--- config.mk ---
export PLATFORM = sky130hd
export DESIGN_NAME = ten_gig_eth_pcs_pma_0_cdc_handshake_tx
export DESIGN_NICKNAME = d
export VERILOG_FILES = /design/src/rtl/ten_gig_eth_pcs_pma_0_cdc_handshake_tx.sv
export SDC_FILE = /design/constraint.sdc
export NUM_CORES = 1
export LEC_CHECK = 0
export CORE_MARGIN = 2
export CORE_UTILIZATION = 45
export CTS_BUF_LIST = sky130_fd_sc_hd__clkbuf_4
export DETAILED_ROUTE_END_ITERATION = 10
export HOLD_SLACK_MARGIN = 0.12
export MAX_ROUTING_LAYER = met4
export PLACE_DENSITY_LB_ADDON = 0.2
export SETUP_SLACK_MARGIN = 0.05
export SYNTH_ARGS = -nofsm -noshare
export SYNTH_HDL_FRONTEND = slang
export SYNTH_SLANG_ARGS = --single-unit
--- constraint.sdc ---
create_clock -name clk -period 4.1 [get_ports clk]
set_input_delay 0.82 -clock clk [delete_from_list [all_inputs] [get_ports clk]]
set_output_delay 0.82 -clock clk [all_outputs]
set_load 0.03 [all_outputs]
--- src/rtl/ten_gig_eth_pcs_pma_0_cdc_handshake_tx.sv ---
// ten_gig_eth_pcs_pma_0_cdc_handshake_tx
//
// Sending end of a toggle-handshake clock-domain crossing for a multi-bit word.
// A word accepted from the local domain is registered onto xfer_data. The xfer_req
// level is then flipped. The block waits until the far domain returns the same level
// on xfer_ack, which is resynchronized here through a flop chain.
//
// Optional feature macro: HS_TIMEOUT_EN
//   When defined, an acknowledge that does not come back within C_TIMEOUT_CYCLES
//   cycles aborts the wait and sets the sticky timeout_err. When undefined,
//   timeout_err is tied low and the block waits indefinitely.
//
// Ports
//   clk          local clock, rising edge
//   rst          asynchronous active-high reset
//   src_valid    word offered on src_data
//   src_data     word to transfer
//   src_ready    block can accept (transfer on src_valid & src_ready)
//   xfer_data    registered word to far domain, stable from toggle until ack
//   xfer_req     registered request toggle level to far domain
//   xfer_ack     ack toggle level from far domain (asynchronous to clk)
//   busy         high while not idle
//   done_pulse   one-cycle pulse when the far end acknowledged the word
//   timeout_err  sticky: ack not returned in time (HS_TIMEOUT_EN only)
module ten_gig_eth_pcs_pma_0_cdc_handshake_tx #(
  parameter int unsigned C_DATA_WIDTH     = 8,
  parameter int unsigned C_NUM_SYNC_REGS  = 3,
  parameter int unsigned C_TIMEOUT_CYCLES = 1024
) (
  input  logic                    clk,
  input  logic                    rst,
  input  logic                    src_valid,
  input  logic [C_DATA_WIDTH-1:0] src_data,
  output logic                    src_ready,
  output logic [C_DATA_WIDTH-1:0] xfer_data,
  output logic                    xfer_req,
  input  logic                    xfer_ack,
  output logic                    busy,
  output logic                    done_pulse,
  output logic                    timeout_err
);

  typedef enum logic [1:0] {
    StIdle,
    StWaitAck,
    StDone
  } state_e;

  state_e state_q;

  // Ack resynchronizer; only the last stage is used by the control logic.
  (* ASYNC_REG = "TRUE", shreg_extract = "no" *)
  logic [C_NUM_SYNC_REGS-1:0] ack_sync_q;
  logic                       ack_sync;

  always_ff @(posedge clk or posedge rst) begin
    if (rst) begin
      ack_sync_q <= '0;
    end else begin
      ack_sync_q <= {ack_sync_q[C_NUM_SYNC_REGS-2:0], xfer_ack};
    end
  end

  assign ack_sync = ack_sync_q[C_NUM_SYNC_REGS-1];

  // Levels must match before a new toggle, otherwise a stale ack (after reset or an
  // abort) would be mistaken for the answer to the next request.
  assign src_ready = (state_q == StIdle) && (ack_sync == xfer_req);
  assign busy      = (state_q != StIdle);

`ifdef HS_TIMEOUT_EN
  localparam int unsigned CntW = $clog2(C_TIMEOUT_CYCLES);
  localparam logic [CntW-1:0] CntLast = CntW'(C_TIMEOUT_CYCLES - 1);

  logic [CntW-1:0] cnt_q;

  always_ff @(posedge clk or posedge rst) begin
    if (rst) begin
      state_q     <= StIdle;
      xfer_data   <= '0;
      xfer_req    <= 1'b0;
      done_pulse  <= 1'b0;
      timeout_err <= 1'b0;
      cnt_q       <= '0;
    end else begin
      done_pulse <= 1'b0;
      case (state_q)
        StIdle: begin
          if (src_valid && src_ready) begin
            xfer_data <= src_data;
            xfer_req  <= ~xfer_req;
            cnt_q     <= '0;
            state_q   <= StWaitAck;
          end
        end
        StWaitAck: begin
          if (ack_sync == xfer_req) begin
            done_pulse <= 1'b1;
            state_q    <= StDone;
          end else if (cnt_q == CntLast) begin
            // xfer_req is left as is; src_ready stays low until the ack catches up.
            timeout_err <= 1'b1;
            state_q     <= StIdle;
          end else begin
            cnt_q <= cnt_q + 1'b1;
          end
        end
        StDone: begin
          state_q <= StIdle;
        end
        default: begin
          state_q <= StIdle;
        end
      endcase
    end
  end
`else
  assign timeout_err = 1'b0;

  always_ff @(posedge clk or posedge rst) begin
    if (rst) begin
      state_q    <= StIdle;
      xfer_data  <= '0;
      xfer_req   <= 1'b0;
      done_pulse <= 1'b0;
    end else begin
      done_pulse <= 1'b0;
      case (state_q)
        StIdle: begin
          if (src_valid && src_ready) begin
            xfer_data <= src_data;
            xfer_req  <= ~xfer_req;
            state_q   <= StWaitAck;
          end
        end
        StWaitAck: begin
          if (ack_sync == xfer_req) begin
            done_pulse <= 1'b1;
            state_q    <= StDone;
          end
        end
        StDone: begin
          state_q <= StIdle;
        end
        default: begin
          state_q <= StIdle;
        end
      endcase
    end
  end
`endif

endmodule

Word level (Yosys, flattened, before mapping)
Index checks and enable logic that the tools add are counted.
- input bits: 12
- word-level logic and storage cells: 21
- register bits after elaboration: 15
- output and inout bits: 13
- equality and inequality tests: 4
- muxes and demuxes: 5
- bitwise operators: 1
- reduce and logical (&&, ||, !) cells: 6
- operator list (kind ; count):
    two-way mux 2 bit ; 2
    case mux 2 bit (2 select lines) ; 1
    AND reduction 2 bit ; 2
    == test 2 x 1 -> 1 bit, second input constant ; 1
    logical AND 1 bit ; 2
    zero test 2 bit ; 1
    two-way mux 1 bit ; 2
    inequality test 2 x 1 -> 1 bit, second input constant ; 1
    inequality test 2 bit, second input constant ; 1
    nonzero test 2 bit ; 1
    == test 1 bit ; 1
    inverter 1 bit ; 1

Logic depth before layout (Yosys ltp)
Gate-level depths: netlist (run 1).
- depth in word-level cells: 5
- gate-level depth with buffers: 4
- mapped depth without buffers: 3

Worst setup path before layout (run 1)
No wires, ideal clock.
- path type: register -> output
- from: reg xfer_req
- to: out src_ready
- cell stages (with the launch flop): 3
- data required time: 3280 ps
- buffers on the path: 0
- setup slack: 2087 ps
- data arrival time: 1193 ps
- cells stage by stage: dfrtp_1 xor2_1 nor2_1
- cells in the longest elaborated chain, start to end: 2
- RTL lines (what ; line ; RTL):
    start, declared ; 36 ; output logic xfer_req,
    start signal, assigned ; 132 ; xfer_req <= ~xfer_req;
    == test 1 bit ; 68 ; assign src_ready = (state_q == StIdle) && (ack_sync == xfer_req);
    logical AND 1 bit ; 68 ;
    end, declared ; 34 ; output logic src_ready,
No other way between the ends.

Worst setup path after layout (run 1)
Same ends and word-level chain as after synthesis.

==> results.md, run 1 <==
Setup path:
- The highest net fanout along the worst path is 6.
- The worst setup path is captured at an output pin.
- Data on the critical path arrives at its endpoint at about 1.8 ns.
- The number of cell instances on the worst register-to-register path is 3.
- The startpoint identified for the worst register-to-register timing path is xfer_req.
- The required time at the worst-slack endpoint is roughly 3.3 ns.
- The beginning of the critical path is xfer_req.
- STA classifies the critical path startpoint as a flip-flop.
- The critical path is of the reg -> out type.

Floorplanning:
- For this configuration, the core starts out at a cell density of 0.467.
- 25 I/O pins were placed.
- The number of placement rows is 13.
- The die covers 1620 µm².
- In this run the horizontal extent of the chip is 40.3 µm.
- The core region area is about 1300 µm².
- The vertical die dimension is 40.3 µm.

Drt:
- For this block, the via count after detailed routing is ~360.
- The number of routed nets with antenna violations is 0.
- After the first detailed-routing iteration, the DRC count stood at 0.
- For this run, the detailed router's first-pass iteration total came to 1.
- After detailed routing, the average wire length per cell comes to roughly 12 µm.
- The detailed-route vias per instance is ~4.7.
- The final layout contains routed wiring with a total length of ~950 µm.
- For this run, design rule violations remaining after detail routing come to 0.

STA:
- The minimum period implied by the final worst setup slack is 2.58 ns.
- The transition at the pin with the smallest max-transition slack is 0.548 ns.
- The achievable clock frequency is slightly below 0.4 GHz.
- The final setup violation count is 0.
- After layout, the worst setup slack is approximately 1.5 ns.
- In this run the tightest slew margin relative to its limit is 0.635.
- In the finished design, the share of the clock period the worst path needs comes to 0.629.
- The number of hold violations in the final report is 0.
- The setup TNS after final layout is 0 ns.
- The number of max-slew violations in the final report is 0.
- On the final layout, the worst clock skew is 0.000782 ns.
- Setup repair after global routing left no endpoint under its margin.

Placement:
- Summed over all nets, the half-perimeter wirelength after detailed placement is ~680 µm.
- The final RePlAce weighted congestion is approximately 0.6.
- The port buffer count is 23.
- The area after detailed placement is approximately 820 µm².
- The worst setup slack before clock tree synthesis is 1.66 ns.
- The number of placed instances, taps included is 74.

Worst hold path:
- The classification of the worst-slack hold path is reg -> reg.
- The cell depth of the worst hold path is 0.
- The source of the worst hold timing path is ack_sync_q[0].

Global route:
- The total overflow left after global routing is 0.
- The number of antenna violations at the first check in global routing is 0.
- The global router's overall resource usage is 0.130.
- Entering global routing, the biggest net connects 16 pins.
- The number of global-route vias before repair came to approximately 300.
- The first-pass GRT wire length is 1250 µm.

Job:
- The number of maximum-capacitance constraint violations is 0.

Power:
- The worst-case vdd ir drop is around 0.44 mV.
- The standby leakage power is roughly 0.4 nW.
- For this design the ratio of total power to cell area is roughly 870 nW/µm².

Synth:
- Dividing the synthesized area by the synthesized cell count gives ~16 µm².
- By count the netlist is led by dfrtp_1, mux2_4, inv_1, nor3b_1.
- The cell count after synthesis is 38.
- By instance count, the leading cell after synthesis is dfrtp_1.
- Yosys attributes the largest share of cell area to dfrtp_1, mux2_4, nor3b_1.
- Summing every instance area after synthesis gives 593 µm².
- Synthesis inferred 15 register bits.
- The share of Yosys cell area claimed by the top area cell type is 0.633.
- The synthesized netlist contains 15 unique library cells.
- The dominant register cell in the synthesized netlist is dfrtp_1.
- The largest total area in the synthesized netlist belongs to dfrtp_1.
- The number of synthesis warnings is 0.
- In this run, synthesis inferred 0 flip-flops with an integrated enable.
- The sequential fraction of the synthesis area is 0.633.
- The share of synthesized flip-flops with an asynchronous set or reset is 1.00.
- The number of nets produced by synthesis is 50.

Layout:
- The number of fill cells in the layout is 100.
- The number of antenna diodes is 0.
- After the flow finishes, the layout carries non-filler instances totaling approximately 80.
- The area growth from synthesis to final layout is 43.9%.
- For this run, the post-layout net count is 76.
- The area of the multi-input gates is about 190 µm².
- The share of layout cells above drive strength 1 is 0.222.
- Once layout is done, the placed cells without fillers occupy between 800 and 900 µm².
- The sequential cell area is 375 µm².

Clock network:
- The clock network latency to the later pin of the worst-skew pair is around 0.28 ns.
- The number of clock sinks is 15.
- The TritonCTS buffer count is 3.
- The CTS clock-pin slew for the worst setup and hold paths is roughly 0.080 ns.
- The CTS H-tree depth is 1.
- The maximum clock path buffer count is 2.
- Post-CTS repair changed the size of 0 cells.
- The CTS tree is built.
- CTS placed an instance of clkbuf_4 at the clock tree root.
- In this run the post-CTS setup repair buffer count came out at 0.
- For this design, the CTS-stage hold fixing added 0 buffers.

Run status:
- The run finished with clean final reports.
-- sequential cells by signal, indices dropped and copies added (netlist names) --
name        cells
ack_sync_q      3
done_pulse      1
xfer_data       8
state_q         2
xfer_req        1
-- path summary, 6_finish.rpt --
| path | endpoint | slack (ns) |
|---|---|---|
| setup / recovery | src_ready | 1.52 |
| max in group asynchronous | ack_sync_q[2] | 2.86 |
| hold reg to reg | ack_sync_q[1] | 0.36 |
| min in group asynchronous | xfer_data[5] | 0.88 |
| hold / removal | ack_sync_q[1] | 0.36 |
| setup reg to reg | xfer_data[4] | 2.33 |
-- metrics by stage --
stage | power, mW | hold slack, ns | util
floorplan | 0.512 | 0.331 | -
global placement | 0.655 | 0.332 | 0.649
detailed placement | 0.659 | 0.348 | 0.649
CTS | 0.747 | 0.366 | 0.673
global route | 0.778 | 0.384 | 0.673
finish | 0.743 | 0.364 | 0.673
-- placed cells by master, fill, tap and decap left out --
cell type / n
inv_1: 2
or2_4: 1
a21oi_1: 1
or3_1: 1
or3_2: 1
conb_1: 1
clkdlybuf4s50_1: 23
nand2_1: 1
mux2_4: 8
nor2_1: 1
xnor2_1: 1
dfrtp_1: 15
nor3b_1: 2
clkbuf_4: 4
xor2_1: 1
-- cell families after synthesis --
kind of cell | Yosys count | share of synthesized area
AO/OA/AOI/OAI | 1 | 0.00843
flip-flops | 15 | 0.633
buffers and inverters | 4 | 0.0443
XOR/XNOR | 2 | 0.0295
multiplexers | 8 | 0.203
AND/OR/NAND/NOR | 7 | 0.0759
other | 1 | 0.00632
-- worst max-delay path, stage by stage (launching register included) --
cell and delay (ns):
dfrtp_1 0.43, xor2_1 0.36, nor2_1 0.09, clkdlybuf4s50_1 0.60
-- report_power, final --
part,internal [mW],switching [mW]
Combinational,0.208,0.200
Sequential,0.207,0.0384
Clock,0.0444,0.0457
Total,0.459,0.284
-- final cells by class --
class / count / area share
multi-input cells: 19 / 0.224
repair buffers: 23 / 0.270
clock buffers: 4 / 0.0352
inverters: 2 / 0.00880
well taps: 15 / 0.0220
flip-flops and latches: 15 / 0.440
-- routing by layer --
metal	vias to the layer above	share of wire	track usage
met5	-	0	-
met4	0	0.0084	0.100
met3	2	0.044	0.0333
met2	15	0.48	0.169
met1	171	0.47	0.169
li1	175	-	-
(Power assumes the default switching activity.)
==> run 2: changes to the inputs <==
- CORE_UTILIZATION: 45 -> 38
- clock period: 4.1 -> 2.1 ns (I/O delays scaled with it)
==> run 2 against run 1 <==
  * Clock power grew 78%
  * Via count shrank 3.0%
  * Cell area grew 0.59%
  * Flip-flop and latch count is the same
  * Critical endpoint is now busy
  * Largest power group unchanged
  * Highest routed layer unchanged
==> results.md, run 2 (same netlist as run 1, synthesis figures left out) <==
Floorplanning:
- The count of boundary I/O pins was 25 (unchanged).
- The number of placement rows is 14 (+1).
- The die span in x is 43.5 µm (+7.9%).
- The full die area is 1890 µm² (+17%).
- The vertical die dimension is 43.5 µm (+7.9%).
- The core region area is 1490 µm² (+17%).
- The starting utilization of the core area is 0.398 (-0.0691).

STA:
- The post-route clock period utilization is 0.931.
- The setup TNS after final layout is 0 ns (unchanged).
- The tightest slew margin relative to the limit is 0.630 (-0.00469).
- The worst path in the final design needs a cycle of a little under 2 ns, including I/O delays and setup.
- Setup repair after global routing left no endpoint under its margin.
- The transition at the pin with the smallest max-transition slack is 0.555 ns (+0.00703 ns).
- The clock skew after layout came to 0.0116 ns (+0.0108 ns).
- The final setup violation count came to 0 (unchanged).
- The achievable clock frequency is 0.511 GHz.
- The number of hold violations in the final report is 0 (unchanged).
- The post-layout worst setup margin is 0.145 ns (-1.38 ns).
- The number of max-slew violations in the final report came to 0 (unchanged).

Clock network:
- The clock network latency to the later pin of the worst-skew pair is 0.28 ns (about the same).
- The CTS clock-pin slew for the worst setup and hold paths was 0.08 ns (about the same).
- The tree is rooted in a clkbuf_4.
- The number of clock sinks was 15 (unchanged).
- The maximum clock path buffer count was 2 (unchanged).
- The total of hold buffers inserted after clock tree synthesis was 0 (unchanged).
- The CTS tree is built.
- The post-CTS setup buffer count is 0 (unchanged).
- The CTS H-tree depth is 1 (unchanged).
- The post-cts repair resize count is 1 (+1).
- The TritonCTS buffer count is 3 (unchanged).

Global route:
- The number of global-route vias before repair was 319 (+5.3%).
- The total global routing overflow is 0 (unchanged).
- The first-pass GRT wire length is 1510 µm (+21%).
- The global router's overall resource usage is 0.124 (-0.00589).
- The number of antenna violations at the first check in global routing is 0 (unchanged).
- The maximum number of pins on one net before global-route repair is 16 (unchanged).

Power:
- The power density of the placed cells is 1680 nW/µm² (+92%).
- The standby leakage power is 0.405 nW (+1.7%).
- The worst-case vdd ir drop is 0.890 mV (+100%).

Layout:
- The non-filler instance count after layout is 80 (+2.6%).
- The number of nets at the end of the flow is 77 (+1.3%).
- In the layout the commonest cells are clkdlybuf4s50_1, dfrtp_1, mux2_4.
- The number of fill cells in the layout is 131 (+31%).
- In the final layout, the registers with the most flip-flops are xfer_data: 8 flops, ack_sync_q: 3 flops, state_q: 2 flops.
- The most common library cell in the layout ignoring fill and taps is clkdlybuf4s50_1.
- The share of layout cells above drive strength 1 is 0.234 (+0.0122).
- The area of the multi-input gates was 191 µm² (unchanged).
- The number of antenna diodes is 0 (unchanged).
- The number of flip-flops under the largest register name is 8 (unchanged).
- The sequential cell area is 375 µm² (unchanged).
- The final instance area is 858 µm² (+0.59%).
- The area growth from synthesis to final layout is 44.7%.
- The final design utilization was 0.576 (-0.0961).
- The register ranked first by flip-flop count is xfer_data.

Drt:
- The wire length after detailed routing is 936 µm (-1.5%).
- The detailed-route vias per instance is 4.40 (-5.5%).
- The remaining routing DRC violations is 0 (unchanged).
- The total via count after detailed routing is 352 (-3.0%).
- The number of routed nets with antenna violations came to 0 (unchanged).
- The detailed router's first-iteration violation count is 0 (unchanged).
- The count of TritonRoute iterations in the first routing pass is 1 (unchanged).
- The post-detailed-route wirelength per cell is 11.7 µm (-3.9%).

Run status:
- The run finished with clean final reports.

Setup path:
- The arrival time reported for the critical path endpoint is 1.54 ns (-0.22 ns).
- STA classifies the critical path endpoint as an output pin.
- The required time at the worst-slack endpoint is 1.68 ns (-1.60 ns).
- The critical path in this run is classified as reg -> out.
- The highest net fanout along the worst path was 5 (-1).
- The category of the worst setup path launch point is a flip-flop.
- The register-to-register setup slack came to 0.24 ns (-2.09 ns).

Placement:
- The worst setup slack before clock tree synthesis is 0.0532 ns (-1.61 ns).
- The final RePlAce weighted congestion came to 0.678 (+14%).
- The number of placed instances, taps included is 76 (+2.7%).
- The port buffer count is 23 (unchanged).
- The area after detailed placement is 832 µm² (+1.1%).
- The half-perimeter wire length after placement is 673 µm (-1.6%).

Job:
- The number of maximum-capacitance constraint violations came to 0 (unchanged).

Worst hold path:
- The min-delay analysis places its worst path in the category reg -> reg.
## run 2: cell types whose count changed in the layout (fill, tap and decap cells not counted), sizes merged
cell	change
buf	+1
clkbuf	-1
clkdlybuf4s50	-1
clkinv	+1
dlygate4sd2	+1
## run 2: critical path, cell delays in order (launching register included)
cell and delay, ns:
dfrtp_1 0.41, or2_4 0.26, clkdlybuf4s50_1 0.59
## run 2: power by group
group	switching (mW)	internal, mW
sequential	0.0744	0.404
combinational	0.391	0.409
clock	0.0889	0.0707
## run 2: per-layer routing
| layer | GRT usage | wire length [µm] | vias to the layer above |
|---|---|---|---|
| li1 | - | - | 173 |
| met1 | 0.177 | 470 | 157 |
| met2 | 0.134 | 376 | 18 |
| met3 | 0.0500 | 65 | 4 |
| met4 | 0.0909 | 23 | 0 |
| met5 | - | 0 | - |
## run 2: worst paths after layout
kind	from	to	cells past startpoint
setup / recovery	state_q[0]	busy	2
hold / removal	ack_sync_q[0]	ack_sync_q[1]	0
setup reg to reg	xfer_req	xfer_data[3]	4
hold reg to reg	ack_sync_q[0]	ack_sync_q[1]	0
max in group asynchronous	rst	ack_sync_q[2]	2
min in group asynchronous	rst	xfer_data[1]	2
## run 2: final cells by class
class | count | share of cell area
Sequential cell | 15 | 0.437
Clock buffer | 3 | 0.0262
Multi-Input combinational cell | 19 | 0.223
Inverter | 2 | 0.00875
Timing Repair Buffer | 24 | 0.276
Tap cell | 16 | 0.0233
Clock inverter | 1 | 0.00583
## run 2: stage by stage
| step | power, mW | hold slack (ns) |
|---|---|---|
| 2_1_floorplan | 1.00 | 0.321 |
| 3_3_place_gp | 1.30 | 0.331 |
| 3_5_place_dp | 1.30 | 0.337 |
| 4_1_cts | 1.46 | 0.361 |
| 5_1_grt | 1.53 | 0.374 |
| 6_report | 1.44 | 0.358 |
